`config.mk`:
```
export PLATFORM = sky130hd
export DESIGN_NAME = ct_fadd_close_lza_pipe_flat
export DESIGN_NICKNAME = d
export VERILOG_FILES = /design/src/rtl/ct_fadd_close_lza_pipe_if.sv /design/src/rtl/ct_fadd_close_lza_pipe.sv /design/src/flat_wrapper.sv
export SDC_FILE = /design/constraint.sdc
export NUM_CORES = 1
export LEC_CHECK = 0
export BUFFER_PORTS_ARGS = -buffer_cell sky130_fd_sc_hd__buf_4
export CAP_MARGIN = 0
export CORE_MARGIN = 4
export CORE_UTILIZATION = 30
export CTS_BUF_LIST = sky130_fd_sc_hd__clkbuf_8
export CTS_CLUSTER_DIAMETER = 120
export DETAILED_ROUTE_END_ITERATION = 8
export HOLD_SLACK_MARGIN = 0.15
export SYNTH_ARGS = -nofsm -noshare
export SYNTH_HDL_FRONTEND = slang
export SYNTH_SLANG_ARGS = --single-unit
```
`constraint.sdc`:
```
create_clock -name forever_cpuclk -period 2.4 [get_ports forever_cpuclk]
set_input_delay 0.36 -clock forever_cpuclk [delete_from_list [all_inputs] [get_ports forever_cpuclk]]
set_output_delay 0.36 -clock forever_cpuclk [all_outputs]
set_load 0.005 [all_outputs]
```
`src/rtl/ct_fadd_close_lza_pipe_if.sv`:
```
// Close-path subtractor bundle: EX1 operands and pipeline control in,
// EX2 (difference + LZA prediction) and EX3 (normalised result) out.
interface ct_fadd_close_lza_pipe_if #(
  parameter int WIDTH = 11,
  parameter int CNT_W = $clog2(WIDTH)
);
  logic             ex1_vld;
  logic [WIDTH-1:0] ex1_adder0;
  logic [WIDTH-1:0] ex1_adder1;
  logic             pipe_stall;
  logic             pipe_flush;

  logic             ex2_vld;
  logic [WIDTH-1:0] ex2_sum;
  logic             ex2_op_chg;
  logic             ex2_eq;
  logic [CNT_W-1:0] ex2_ff1_pred;

  logic             ex3_vld;
  logic [WIDTH-1:0] ex3_norm_sum;
  logic [CNT_W-1:0] ex3_lz_cnt;
  logic             ex3_zero;
  logic             ex3_op_chg;
  logic             ex3_lza_corr;

  // upstream side: drives operands and pipeline control
  modport master (
    output ex1_vld, ex1_adder0, ex1_adder1, pipe_stall, pipe_flush,
    input  ex2_vld, ex2_sum, ex2_op_chg, ex2_eq, ex2_ff1_pred,
    input  ex3_vld, ex3_norm_sum, ex3_lz_cnt, ex3_zero, ex3_op_chg, ex3_lza_corr
  );

  // subtractor side
  modport slave (
    input  ex1_vld, ex1_adder0, ex1_adder1, pipe_stall, pipe_flush,
    output ex2_vld, ex2_sum, ex2_op_chg, ex2_eq, ex2_ff1_pred,
    output ex3_vld, ex3_norm_sum, ex3_lz_cnt, ex3_zero, ex3_op_chg, ex3_lza_corr
  );
endinterface

```
`src/rtl/ct_fadd_close_lza_pipe.sv`:
```
// Close-path mantissa subtractor for the vector FP adder.
// EX1: |A-B|, sign flip, equality and leading-one anticipation.
// EX2: normalise by the predicted count, fixing the one-short prediction case.
module ct_fadd_close_lza_pipe #(
  parameter int WIDTH = 11,
  parameter int CNT_W = $clog2(WIDTH)
) (
  input  logic                          forever_cpuclk,
  input  logic                          cpurst,
  ct_fadd_close_lza_pipe_if.slave       bus
);

  localparam int W = WIDTH;

  // EX1 combinational results
  logic [W:0]       d0;
  logic [W:0]       d1;
  logic             ex1_op_chg;
  logic             ex1_eq;
  logic [W-1:0]     ex1_sum;

  logic [W-1:0]     lza_c;
  logic [W-1:2]     lza_t;
  logic [W-1:0]     lza_g;
  logic [W-1:0]     lza_z;
  logic [W-1:0]     lza_f;
  logic [CNT_W-1:0] ex1_pred;

  // EX2 pipeline registers
  logic             ex2_vld_q;
  logic [W-1:0]     ex2_sum_q;
  logic             ex2_op_chg_q;
  logic             ex2_eq_q;
  logic [CNT_W-1:0] ex2_pred_q;

  // EX2 combinational results
  logic [W-1:0]     shifted;
  logic [W-1:0]     norm_d;
  logic [CNT_W-1:0] lz_d;
  logic             zero_d;
  logic             corr_d;

  // EX3 pipeline registers
  logic             ex3_vld_q;
  logic [W-1:0]     ex3_norm_q;
  logic [CNT_W-1:0] ex3_lz_q;
  logic             ex3_zero_q;
  logic             ex3_op_chg_q;
  logic             ex3_corr_q;

  // Both differences in parallel; the borrow out of A-B picks the magnitude.
  always_comb begin
    d0         = {1'b0, bus.ex1_adder0} - {1'b0, bus.ex1_adder1};
    d1         = {1'b0, bus.ex1_adder1} - {1'b0, bus.ex1_adder0};
    ex1_op_chg = d0[W];
    ex1_sum    = ex1_op_chg ? d1[W-1:0] : d0[W-1:0];
    ex1_eq     = !d0[W] && !d1[W];
  end

  // LZA indicator on A + ~B; works for either sign of the difference, so it
  // runs in parallel with the subtractors instead of after them.
  always_comb begin
    lza_c = ~bus.ex1_adder1;
    lza_t = bus.ex1_adder0[W-1:2] ^ lza_c[W-1:2];
    lza_g = bus.ex1_adder0 & lza_c;
    lza_z = ~bus.ex1_adder0 & ~lza_c;
    lza_f = '0;
    lza_f[W-1] = (lza_g[W-1] & ~lza_z[W-2]) | (lza_z[W-1] & ~lza_g[W-2]);
    for (int i = 1; i <= W - 2; i++) begin
      lza_f[i] = ( lza_t[i+1] & ((lza_g[i] & ~lza_z[i-1]) | (lza_z[i] & ~lza_g[i-1])))
               | (~lza_t[i+1] & ((lza_g[i] & ~lza_g[i-1]) | (lza_z[i] & ~lza_z[i-1])));
    end
    lza_f[0] = lza_g[0] | lza_z[0];
  end

  // Leading-zero count of the indicator; highest set bit wins, 0 when f is empty.
  always_comb begin
    ex1_pred = '0;
    for (int i = 0; i < W; i++) begin
      if (lza_f[i]) ex1_pred = CNT_W'(W - 1 - i);
    end
  end

  // EX1->EX2 register: flush kills the valid even under stall; data loads only with a valid.
  always_ff @(posedge forever_cpuclk or posedge cpurst) begin
    if (cpurst) begin
      ex2_vld_q    <= 1'b0;
      ex2_sum_q    <= '0;
      ex2_op_chg_q <= 1'b0;
      ex2_eq_q     <= 1'b0;
      ex2_pred_q   <= '0;
    end else if (bus.pipe_flush) begin
      ex2_vld_q    <= 1'b0;
    end else if (!bus.pipe_stall) begin
      ex2_vld_q    <= bus.ex1_vld;
      if (bus.ex1_vld) begin
        ex2_sum_q    <= ex1_sum;
        ex2_op_chg_q <= ex1_op_chg;
        ex2_eq_q     <= ex1_eq;
        ex2_pred_q   <= ex1_pred;
      end
    end
  end

  // Normalise by the prediction; if the MSB is still clear the prediction was
  // one short, so shift once more and report the correction.
  always_comb begin
    shifted = ex2_sum_q << ex2_pred_q;
    norm_d  = shifted;
    lz_d    = ex2_pred_q;
    zero_d  = 1'b0;
    corr_d  = 1'b0;
    if (ex2_eq_q) begin
      norm_d = '0;
      lz_d   = '0;
      zero_d = 1'b1;
    end else if (!shifted[W-1]) begin
      norm_d = shifted << 1;
      lz_d   = ex2_pred_q + CNT_W'(1);
      corr_d = 1'b1;
    end
  end

  // EX2->EX3 register, same flush/stall/valid rules as the first stage.
  always_ff @(posedge forever_cpuclk or posedge cpurst) begin
    if (cpurst) begin
      ex3_vld_q    <= 1'b0;
      ex3_norm_q   <= '0;
      ex3_lz_q     <= '0;
      ex3_zero_q   <= 1'b0;
      ex3_op_chg_q <= 1'b0;
      ex3_corr_q   <= 1'b0;
    end else if (bus.pipe_flush) begin
      ex3_vld_q    <= 1'b0;
    end else if (!bus.pipe_stall) begin
      ex3_vld_q    <= ex2_vld_q;
      if (ex2_vld_q) begin
        ex3_norm_q   <= norm_d;
        ex3_lz_q     <= lz_d;
        ex3_zero_q   <= zero_d;
        ex3_op_chg_q <= ex2_op_chg_q;
        ex3_corr_q   <= corr_d;
      end
    end
  end

  assign bus.ex2_vld      = ex2_vld_q;
  assign bus.ex2_sum      = ex2_sum_q;
  assign bus.ex2_op_chg   = ex2_op_chg_q;
  assign bus.ex2_eq       = ex2_eq_q;
  assign bus.ex2_ff1_pred = ex2_pred_q;

  assign bus.ex3_vld      = ex3_vld_q;
  assign bus.ex3_norm_sum = ex3_norm_q;
  assign bus.ex3_lz_cnt   = ex3_lz_q;
  assign bus.ex3_zero     = ex3_zero_q;
  assign bus.ex3_op_chg   = ex3_op_chg_q;
  assign bus.ex3_lza_corr = ex3_corr_q;

endmodule

```
`src/flat_wrapper.sv`:
```
// flat-port wrapper written by rule: the top's interface ports become plain ports
module ct_fadd_close_lza_pipe_flat 
#(
  parameter int WIDTH = 11,
  parameter int CNT_W = $clog2(WIDTH)
)
  (forever_cpuclk, cpurst, bus_ex1_vld, bus_ex1_adder0, bus_ex1_adder1, bus_pipe_stall, bus_pipe_flush, bus_ex2_vld, bus_ex2_sum, bus_ex2_op_chg, bus_ex2_eq, bus_ex2_ff1_pred, bus_ex3_vld, bus_ex3_norm_sum, bus_ex3_lz_cnt, bus_ex3_zero, bus_ex3_op_chg, bus_ex3_lza_corr);
  ct_fadd_close_lza_pipe_if #(.WIDTH(WIDTH), .CNT_W(CNT_W)) bus_i ();
  input  logic forever_cpuclk;
  input  logic cpurst;
  input wire logic [$bits(bus_i.ex1_vld)-1:0] bus_ex1_vld;
  input wire logic [$bits(bus_i.ex1_adder0)-1:0] bus_ex1_adder0;
  input wire logic [$bits(bus_i.ex1_adder1)-1:0] bus_ex1_adder1;
  input wire logic [$bits(bus_i.pipe_stall)-1:0] bus_pipe_stall;
  input wire logic [$bits(bus_i.pipe_flush)-1:0] bus_pipe_flush;
  output wire logic [$bits(bus_i.ex2_vld)-1:0] bus_ex2_vld;
  output wire logic [$bits(bus_i.ex2_sum)-1:0] bus_ex2_sum;
  output wire logic [$bits(bus_i.ex2_op_chg)-1:0] bus_ex2_op_chg;
  output wire logic [$bits(bus_i.ex2_eq)-1:0] bus_ex2_eq;
  output wire logic [$bits(bus_i.ex2_ff1_pred)-1:0] bus_ex2_ff1_pred;
  output wire logic [$bits(bus_i.ex3_vld)-1:0] bus_ex3_vld;
  output wire logic [$bits(bus_i.ex3_norm_sum)-1:0] bus_ex3_norm_sum;
  output wire logic [$bits(bus_i.ex3_lz_cnt)-1:0] bus_ex3_lz_cnt;
  output wire logic [$bits(bus_i.ex3_zero)-1:0] bus_ex3_zero;
  output wire logic [$bits(bus_i.ex3_op_chg)-1:0] bus_ex3_op_chg;
  output wire logic [$bits(bus_i.ex3_lza_corr)-1:0] bus_ex3_lza_corr;
  assign bus_i.ex1_vld = bus_ex1_vld;
  assign bus_i.ex1_adder0 = bus_ex1_adder0;
  assign bus_i.ex1_adder1 = bus_ex1_adder1;
  assign bus_i.pipe_stall = bus_pipe_stall;
  assign bus_i.pipe_flush = bus_pipe_flush;
  assign bus_ex2_vld = bus_i.ex2_vld;
  assign bus_ex2_sum = bus_i.ex2_sum;
  assign bus_ex2_op_chg = bus_i.ex2_op_chg;
  assign bus_ex2_eq = bus_i.ex2_eq;
  assign bus_ex2_ff1_pred = bus_i.ex2_ff1_pred;
  assign bus_ex3_vld = bus_i.ex3_vld;
  assign bus_ex3_norm_sum = bus_i.ex3_norm_sum;
  assign bus_ex3_lz_cnt = bus_i.ex3_lz_cnt;
  assign bus_ex3_zero = bus_i.ex3_zero;
  assign bus_ex3_op_chg = bus_i.ex3_op_chg;
  assign bus_ex3_lza_corr = bus_i.ex3_lza_corr;
  ct_fadd_close_lza_pipe #(.WIDTH(WIDTH), .CNT_W(CNT_W)) u_core (.forever_cpuclk(forever_cpuclk), .cpurst(cpurst), .bus(bus_i));
endmodule
```
==> results of run 1 <==
## layer usage
layer  routed length [um]  global-route usage, %
met5                    0                      0
met4                   58                   2.32
met3                  336                   1.80
met2                 4110                   22.5
met1                 4070                   18.0
## where the power goes
| group | switching, W | internal (W) |
|---|---|---|
| Combinational | 0.000635 | 0.000710 |
| Sequential | 0.000166 | 0.000802 |
| Clock | 0.000207 | 0.000223 |
| Total | 0.00101 | 0.00174 |
## through the flow
step | std cells | hold slack (ps)
2_1_floorplan | 395 | 426
3_3_place_gp | 600 | 459
3_5_place_dp | 600 | 462
4_1_cts | 607 | 192
5_1_grt | 607 | 234
6_report | 607 | 180
## cells in the mapped netlist (5+ instances only)
cell type,count
a21oi_1,12
a31oi_1,7
buf_2,9
clkbuf_1,11
dfrtp_1,37
ha_1,25
inv_1,42
mux2_2,6
mux2i_1,35
nand2_1,51
nand3_1,5
nor2_1,22
nor2b_1,5
nor3_1,5
o21ai_0,39
xnor2_1,6
## final cells by class
class	count	share of cell area, %
clock buffers	6	1.99
clock inverters	1	0.0904
multi-input cells	290	50.8
well taps	140	4.22
flip-flops and latches	37	22.3
inverters	42	3.80
repair buffers	91	16.8
## worst paths after layout
kind / from / end / slack [ps]
setup / recovery: bus_ex1_adder1[1] / u_core.bus.ex2_sum[8]$_DFFE_PP0P_ / 320
hold / removal: cpurst / u_core.bus.ex3_norm_sum[10]$_DFFE_PP0P_ / 180
setup reg to reg: u_core.bus.ex2_ff1_pred[1]$_DFFE_PP0P_ / u_core.bus.ex3_norm_sum[5]$_DFFE_PP0P_ / 350
hold reg to reg: u_core.bus.ex3_norm_sum[10]$_DFFE_PP0P_ / u_core.bus.ex3_norm_sum[10]$_DFFE_PP0P_ / 470
max in group asynchronous: cpurst / u_core.bus.ex2_op_chg$_DFFE_PP0P_ / 1900
min in group forever_cpuclk: bus_pipe_flush / u_core.bus.ex2_vld$_DFFE_PP0P_ / 240
## cell families after synthesis
| family | synth area share [%] |
|---|---|
| compound gates | 20.6 |
| xor+xnor | 2.62 |
| mux | 16.1 |
| fa+ha+maj | 10.6 |
| buf+inv | 9.13 |
| flops | 27.7 |
| simple gates | 13.3 |
## sequential cells by signal, indices dropped and copies added (netlist names)
name,flops
u_core.bus.ex3_lz_cnt,4
u_core.bus.ex3_norm_sum,11
u_core.bus.ex3_vld,1
u_core.bus.ex2_vld,1
u_core.bus.ex3_zero,1
u_core.bus.ex2_ff1_pred,4
u_core.bus.ex2_eq,1
u_core.bus.ex2_sum,11
u_core.bus.ex2_op_chg,1
u_core.bus.ex3_lza_corr,1
u_core.bus.ex3_op_chg,1
## critical path: cells and delay by family
kind / cells / cell delay (ps)
xor+xnor: 1 / 140
compound gates: 4 / 760
mux: 1 / 230
fa+ha+maj: 1 / 290
simple gates: 1 / 150
buf+inv: 3 / 300
==> impl_metrics.env, run 1 <==
export IMPL_drv_slew=0
export IMPL_htree_levels=2
export IMPL_die_height_um=114
export IMPL_synth_ff_type="dfrtp_1"
export IMPL_area_growth_pct=24.2
export IMPL_path_clk_slew_ps=70
export IMPL_ff_latch_area_um2=926
export IMPL_grt_pass1_wl_mm=14.3
export IMPL_wl_per_cell_um=14.1
export IMPL_grt_ovfl_total=0
export IMPL_start_util_pct=30.7
export IMPL_num_vias=3030
export IMPL_yosysSeqAreaShare_pct=27.7
export IMPL_cp_arrival_ps=2240
export IMPL_leakage_nw=2.06
export IMPL_dr_pass1_iters=4
export IMPL_ios=64
export IMPL_hold_path_class="input port to async pin"
export IMPL_fin_nets=521
export IMPL_clk_latency_ps=290
export IMPL_p_total_w=0.00274
export IMPL_nFillCells=1119
export IMPL_dp_hpwl_mm=7.02
export IMPL_postSynthAreaPerCell_um2=8.46
export IMPL_synth_edf_count=0
export IMPL_cts_resized=0
export IMPL_endpoint_kind="flop"
export IMPL_synth_largest_type_area_fraction_pct=27.7
export IMPL_fin_worst_skew_ps=6.30
export IMPL_grt_pass1_vias=2946
export IMPL_status="complete, no violations"
export IMPL_layout_drive_gt1_share_pct=24.0
export IMPL_clockBufferDepth=2
export IMPL_slowest_stage="ha_1"
export IMPL_post_route_cell_area_mm2=0.00415
export IMPL_mostFrequentLayoutCells="buf_4, nand2_1, inv_1"
export IMPL_wirelength_mm=8.57
export IMPL_setup_viol=0
export IMPL_synth_cell_types=54
export IMPL_post_cts_buffers=0
export IMPL_multiInputGateArea_mm2=0.00211
export IMPL_worst_slew_pin_slew_ps=599
export IMPL_crit_path_cell_trace="buf_4, inv_1, ha_1, nor2b_1, o2111ai_1, a21oi_2, a211oi_2, buf_12, mux2i_1, xnor2_1, o21ai_0"
export IMPL_antenna_found_initial=0
export IMPL_drtIter0Drc=160
export IMPL_dp_slack_ps=-17.9
export IMPL_vias_per_cell=4.99
export IMPL_cts_tree="done"
export IMPL_antenna_cells=0
export IMPL_power_density_mw_per_mm2=661
export IMPL_gp_congestion=0.872
export IMPL_hold_viol=0
export IMPL_synth_area_leaders="dfrtp_1, mux2i_1, ha_1"
export IMPL_ys_warn_count=0
export IMPL_dieArea_mm2=0.0129
export IMPL_die_w_um=114
export IMPL_fin_util_pct=38.1
export IMPL_synth_seq_cells=37
export IMPL_io_buffers=63
export IMPL_cts_root_buffer="clkbuf_8"
export IMPL_worstPathRequired_ps=2560
export IMPL_core_area_mm2=0.0109
export IMPL_start_kind="input port"
export IMPL_synth_cells=395
export IMPL_place_area_mm2=0.00407
export IMPL_cts_sinks=37
export IMPL_ir_drop_v=0.000314
export IMPL_worst_slack_ps=320
export IMPL_maxSlewHeadroom_pct=60.1
export IMPL_drc_errors=0
export IMPL_cp_max_fo=11
export IMPL_numCtsBuffers=5
export IMPL_slowest_delay_ps=290
export IMPL_ant_nets=0
export IMPL_criticalPathCategory="input port to flop"
export IMPL_fmax_ghz=0.481
export IMPL_ctsHoldBuffers=0
export IMPL_layout_commonest_cell="buf_4"
export IMPL_async_reset_ff_share_pct=100
export IMPL_finalSetupTns_ps=0
export IMPL_maxCapViolCount=0
export IMPL_post_route_period_util_pct=86.6
export IMPL_ff2ff_path_depth=8
export IMPL_grt_util_all_layers_pct=13.2
export IMPL_grt_setup_unrepaired="no"
export IMPL_grt_max_degree=38
export IMPL_rows=38
export IMPL_fin_crit_ps=2080
export IMPL_syn_cell_area_mm2=0.00334
export IMPL_synth_area_leader_cell="dfrtp_1"
export IMPL_syn_nets=449
(Power assumes the default switching activity.)
==> run 2: changes to the inputs <==
--- a/config.mk
+++ b/config.mk
@@ -13,6 +13,7 @@
 export CTS_CLUSTER_DIAMETER = 120
 export DETAILED_ROUTE_END_ITERATION = 8
 export HOLD_SLACK_MARGIN = 0.15
+export PLACE_DENSITY = 0.46
 export SYNTH_ARGS = -nofsm -noshare
 export SYNTH_HDL_FRONTEND = slang
 export SYNTH_SLANG_ARGS = --single-unit
==> run 2 against run 1 <==
Final area rose by 0.18%. Critical path depth fell by 3. Hold slack got worse by 10 ps. Register-to-register slack got worse by 60 ps. Cell count rose by 0.16%. Critical path type is now flop to flop. Die area did not move. Via count fell by 2.9%. Sequential power barely moved. Total power rose by 2.0%. Sequential cell count did not move.
==> impl_metrics.env, run 2 (synthesized netlist as in run 1, its figures left out) <==
export IMPL_fin_cells=608
export IMPL_cp_max_fo=19
export IMPL_power_density_mw_per_mm2=673
export IMPL_ant_nets=0
export IMPL_maxSlewHeadroom_pct=58.4
export IMPL_cts_resized=0
export IMPL_ios=64
export IMPL_cts_tree="done"
export IMPL_grt_ovfl_total=0
export IMPL_dp_hpwl_mm=7.12
export IMPL_core_area_mm2=0.0109
export IMPL_antenna_cells=0
export IMPL_start_util_pct=30.7
export IMPL_crit_path_cell_trace="mux4_2, nand2_2, a21oi_2, a31o_1, buf_12, nor2_1, a21oi_1, a21o_1"
export IMPL_die_w_um=114
export IMPL_vias_per_cell=4.84
export IMPL_grt_pass1_vias=2914
export IMPL_cts_root_buffer="clkbuf_8"
export IMPL_nFillCells=1127
export IMPL_drv_slew=0
export IMPL_dieArea_mm2=0.0129
export IMPL_post_cts_buffers=0
export IMPL_path_clk_slew_ps=90
export IMPL_grt_util_all_layers_pct=13.6
export IMPL_slowest_delay_ps=690
export IMPL_wirelength_mm=8.76
export IMPL_placed_cells=600
export IMPL_worstPathRequired_ps=2600
export IMPL_setup_viol=0
export IMPL_endpoint_kind="flop"
export IMPL_fin_worst_skew_ps=13.7
export IMPL_worst_slew_pin_slew_ps=624
export IMPL_gp_congestion=0.828
export IMPL_cp_arrival_ps=2310
export IMPL_numCtsBuffers=5
export IMPL_multiInputGateArea_mm2=0.00211
export IMPL_clockBufferDepth=2
export IMPL_grt_max_degree=38
export IMPL_layout_commonest_cell="buf_4"
export IMPL_antenna_found_initial=0
export IMPL_rows=38
export IMPL_maxCapViolCount=0
export IMPL_finalSetupTns_ps=0
export IMPL_dr_pass1_iters=4
export IMPL_leakage_nw=2.06
export IMPL_ff_latch_area_um2=926
export IMPL_ctsHoldBuffers=0
export IMPL_hold_path_class="input port to async pin"
export IMPL_io_buffers=63
export IMPL_area_growth_pct=24.4
export IMPL_grt_pass1_wl_mm=14.6
export IMPL_slowest_stage="dfrtp_1"
export IMPL_cts_sinks=37
export IMPL_dp_slack_ps=-19.4
export IMPL_wl_per_cell_um=14.4
export IMPL_clk_latency_ps=300
export IMPL_grt_setup_unrepaired="no"
export IMPL_num_vias=2943
export IMPL_start_kind="flop"
export IMPL_criticalPathCategory="flop to flop"
export IMPL_hold_viol=0
export IMPL_layout_drive_gt1_share_pct=24.4
export IMPL_mostFrequentLayoutCells="buf_4, nand2_1, inv_1"
export IMPL_htree_levels=2
export IMPL_die_height_um=114
export IMPL_ir_drop_v=0.000295
export IMPL_status="complete, no violations"
export IMPL_worst_slack_ps=286
export IMPL_drtIter0Drc=93
export IMPL_fin_crit_ps=2110
export IMPL_drc_errors=0
export IMPL_fmax_ghz=0.473
export IMPL_post_route_period_util_pct=88.1
export IMPL_fin_nets=521
[run 2: cell types whose count changed in the layout (fill, tap and decap cells not counted), sizes merged]
cell and change:
clkbuf -1, clkinv +1, clkinvlp +1
[run 2: final cells by class]
cell class	count	area share, %
Clock inverter	3	0.602
Timing Repair Buffer	91	16.7
Sequential cell	37	22.3
Multi-Input combinational cell	290	50.8
Tap cell	140	4.21
Clock buffer	5	1.65
Inverter	42	3.79
[run 2: final timing paths]
kind | from | end | slack [ps] | cells past startpoint
max in group asynchronous | cpurst | u_core.bus.ex2_sum[9]$_DFFE_PP0P_ | 1880 | 3
setup reg to reg | u_core.bus.ex2_ff1_pred[1]$_DFFE_PP0P_ | u_core.bus.ex3_norm_sum[5]$_DFFE_PP0P_ | 290 | 8
hold reg to reg | u_core.bus.ex3_norm_sum[10]$_DFFE_PP0P_ | u_core.bus.ex3_norm_sum[10]$_DFFE_PP0P_ | 470 | 2
hold / removal | cpurst | u_core.bus.ex3_zero$_DFFE_PP0P_ | 170 | 3
setup / recovery | u_core.bus.ex2_ff1_pred[1]$_DFFE_PP0P_ | u_core.bus.ex3_norm_sum[5]$_DFFE_PP0P_ | 290 | 8
min in group forever_cpuclk | bus_pipe_flush | u_core.bus.ex2_vld$_DFFE_PP0P_ | 220 | 2
[run 2: layer usage]
metal / global-route usage [%] / routed length [um] / share of wire, % / vias to the layer above
met2: 23.0 / 4260 / 49 / 53
li1: - / - / - / 1520
met1: 18.5 / 4120 / 47 / 1364
met4: 2.96 / 74 / 0.84 / 0
met3: 2.02 / 310 / 3.5 / 6
met5: 0 / 0 / 0 / -
[run 2: metrics by stage]
stage               total power [W]  util, %  hold WS [ps]  area (um2)
floorplan                   0.00178        -           426        3340
global placement            0.00235     37.3           457        4070
detailed placement          0.00237     37.3           457        4070
CTS                         0.00284     38.2           183        4160
global route                0.00301     38.2           211        4160
finish                      0.00280     38.2           170        4160
[run 2: where the power goes]
| group | total [W] | switching [W] | internal [W] |
|---|---|---|---|
| Sequential | 0.000965 | 0.000164 | 0.000801 |
| Clock | 0.000462 | 0.000252 | 0.000210 |
| Combinational | 0.00137 | 0.000641 | 0.000730 |
| Total | 0.00280 | 0.00106 | 0.00174 |
[run 2: critical path: cells and delay by family, from the launching register on]
family / cells / cell delay, ps
flip-flops: 1 / 690
AO/OA/AOI/OAI: 4 / 530
multiplexers: 1 / 430
AND/OR/NAND/NOR: 2 / 200
buffers and inverters: 1 / 160
==> run 3: changes to the inputs <==
--- a/config.mk
+++ b/config.mk
@@ -7,13 +7,15 @@
 export LEC_CHECK = 0
 export BUFFER_PORTS_ARGS = -buffer_cell sky130_fd_sc_hd__buf_4
 export CAP_MARGIN = 0
+export CELL_PAD_IN_SITES_DETAIL_PLACEMENT = 0
+export CELL_PAD_IN_SITES_GLOBAL_PLACEMENT = 2
 export CORE_MARGIN = 4
 export CORE_UTILIZATION = 30
 export CTS_BUF_LIST = sky130_fd_sc_hd__clkbuf_8
 export CTS_CLUSTER_DIAMETER = 120
 export DETAILED_ROUTE_END_ITERATION = 8
 export HOLD_SLACK_MARGIN = 0.15
-export PLACE_DENSITY = 0.46
+export PLACE_DENSITY = 0.71
 export SYNTH_ARGS = -nofsm -noshare
 export SYNTH_HDL_FRONTEND = slang
 export SYNTH_SLANG_ARGS = --single-unit
==> run 3 against run 2 <==
Critical path depth up 3. Final area up 1.5%. Cell count up 1.2%. Hold slack better by 8.9 ps. Total power up 2.8%. Clock power up 20%. Clock skew down 5.7 ps. Sequential cell count unchanged. Combinational power about the same. Register-to-register slack about the same. Setup slack worse by 34 ps. Die area unchanged. Critical endpoint is now u_core.bus.ex2_sum[3]$_DFFE_PP0P_. Highest routed layer unchanged.
==> impl_metrics.env, run 3 (synthesized netlist as in run 1, its figures left out) <==
export IMPL_layout_drive_gt1_share_pct=25.3
export IMPL_dieArea_mm2=0.0129
export IMPL_gp_congestion=0.832
export IMPL_slowest_delay_ps=310
export IMPL_cpLargestDelayFamily="compound AO/OA/AOI/OAI gates"
export IMPL_grt_max_degree=38
export IMPL_fin_worst_skew_ps=7.99
export IMPL_fmax_ghz=0.465
export IMPL_crit_cells=11
export IMPL_grt_pass1_vias=2887
export IMPL_antenna_found_initial=0
export IMPL_nFillCells=1127
export IMPL_mostFrequentLayoutCells="buf_4, nand2_1, inv_1"
export IMPL_grt_pass1_wl_mm=14.5
export IMPL_hold_path_class="input port to async pin"
export IMPL_area_growth_pct=26.3
export IMPL_num_vias=2996
export IMPL_ff2ff_path_depth=8
export IMPL_status="complete, no violations"
export IMPL_drv_slew=0
export IMPL_fin_crit_ps=2150
export IMPL_start_util_pct=30.7
export IMPL_placed_cells=607
export IMPL_htree_levels=2
export IMPL_ctsHoldBuffers=0
export IMPL_finalSetupTns_ps=0
export IMPL_drtIter0Drc=71
export IMPL_cts_root_buffer="clkbuf_8"
export IMPL_cp_max_fo=10
export IMPL_post_route_period_util_pct=89.5
export IMPL_drc_errors=0
export IMPL_worstPathRequired_ps=2570
export IMPL_die_height_um=114
export IMPL_path_common_cell="buf_4"
export IMPL_ios=64
export IMPL_antenna_cells=0
export IMPL_cp_arrival_ps=2320
export IMPL_criticalPathCategory="input port to flop"
export IMPL_leakage_nw=2.11
export IMPL_clk_latency_ps=290
export IMPL_io_buffers=63
export IMPL_core_area_mm2=0.0109
export IMPL_die_w_um=114
export IMPL_holdWs_ps=179
export IMPL_path_buf_inv=3
export IMPL_fin_cells=615
export IMPL_maxCapViolCount=0
export IMPL_grt_setup_unrepaired="no"
export IMPL_layout_commonest_cell="buf_4"
export IMPL_grt_util_all_layers_pct=13.6
export IMPL_start_kind="input port"
export IMPL_rows=38
export IMPL_clockBufferDepth=2
export IMPL_cts_sinks=37
export IMPL_dr_pass1_iters=4
export IMPL_grt_ovfl_total=0
export IMPL_ant_nets=0
export IMPL_cts_resized=0
export IMPL_dp_hpwl_mm=7.14
export IMPL_ir_drop_v=0.000307
export IMPL_worst_slew_pin_slew_ps=624
export IMPL_slowest_stage="o2111ai_1"
export IMPL_endpoint_kind="flop"
export IMPL_wirelength_mm=8.80
export IMPL_wl_per_cell_um=14.3
export IMPL_post_cts_buffers=0
export IMPL_numCtsBuffers=5
export IMPL_vias_per_cell=4.87
export IMPL_power_density_mw_per_mm2=681
export IMPL_path_clk_slew_ps=70
export IMPL_setup_viol=0
export IMPL_maxSlewHeadroom_pct=58.4
export IMPL_hold_viol=0
export IMPL_fin_nets=528
export IMPL_cts_tree="done"
export IMPL_crit_path_cell_trace="buf_4, inv_1, ha_1, nor2b_1, o2111ai_1, a21oi_2, a211oi_2, buf_4, mux2i_1, xor2_1, o21ai_1"
## run 3: cell count changes in the layout (fill, tap and decap cells not counted), sizes merged
cell | before | now
buf | 91 | 98
bufinv | 0 | 1
clkbuf | 5 | 6
clkinv | 1 | 0
clkinvlp | 1 | 0
## run 3: layout make-up
type / instances / area, um2 / share of cell area (%)
Clock buffer: 6 / 82.6 / 1.96
Clock inverter: 2 / 33.8 / 0.800
Inverter: 42 / 158 / 3.73
Multi-Input combinational cell: 290 / 2110 / 50.0
Sequential cell: 37 / 926 / 21.9
Tap cell: 140 / 175 / 4.15
Timing Repair Buffer: 98 / 736 / 17.4
## run 3: worst paths after layout
kind	start	endpoint	slack, ps
min in group forever_cpuclk	bus_pipe_flush	u_core.bus.ex2_vld$_DFFE_PP0P_	230
min	cpurst	u_core.bus.ex3_norm_sum[5]$_DFFE_PP0P_	180
max	bus_ex1_adder1[1]	u_core.bus.ex2_sum[3]$_DFFE_PP0P_	250
max reg2reg	u_core.bus.ex2_ff1_pred[1]$_DFFE_PP0P_	u_core.bus.ex3_norm_sum[5]$_DFFE_PP0P_	280
max in group asynchronous	cpurst	u_core.bus.ex3_lz_cnt[2]$_DFFE_PP0P_	1880
min reg2reg	u_core.bus.ex3_norm_sum[7]$_DFFE_PP0P_	u_core.bus.ex3_norm_sum[7]$_DFFE_PP0P_	470
## run 3: tightest hold or removal path, stage by stage
cell and delay [ps]:
buf_4 110, inv_1 40, buf_4 400
## run 3: where the power goes
| group | internal (W) | switching (W) | total, W |
|---|---|---|---|
| Clock | 0.000335 | 0.000219 | 0.000554 |
| Combinational | 0.000720 | 0.000632 | 0.00135 |
| Sequential | 0.000801 | 0.000169 | 0.000971 |
| Total | 0.00186 | 0.00102 | 0.00288 |
## run 3: metrics by stage
step / instance area, um2 / total power (W) / setup WS (ps) / utilization [%]
2_1_floorplan: 3340 / 0.00178 / 112 / -
3_3_place_gp: 4110 / 0.00235 / -25.6 / 37.7
3_5_place_dp: 4110 / 0.00236 / -57.6 / 37.7
4_1_cts: 4220 / 0.00292 / 237 / 38.8
5_1_grt: 4220 / 0.00310 / 75.4 / 38.8
6_report: 4220 / 0.00288 / 251 / 38.8
## run 3: routing by layer
metal  routed length, um  GRT usage [%]  share of wire [%]  up-vias
met2                4360           23.6                 50       53
met4                  83           2.88               0.94        0
li1                    -              -                  -     1546
met1                4080           18.3                 46     1390
met3                 278           1.43                3.2        7
met5                   0              0                  0        -
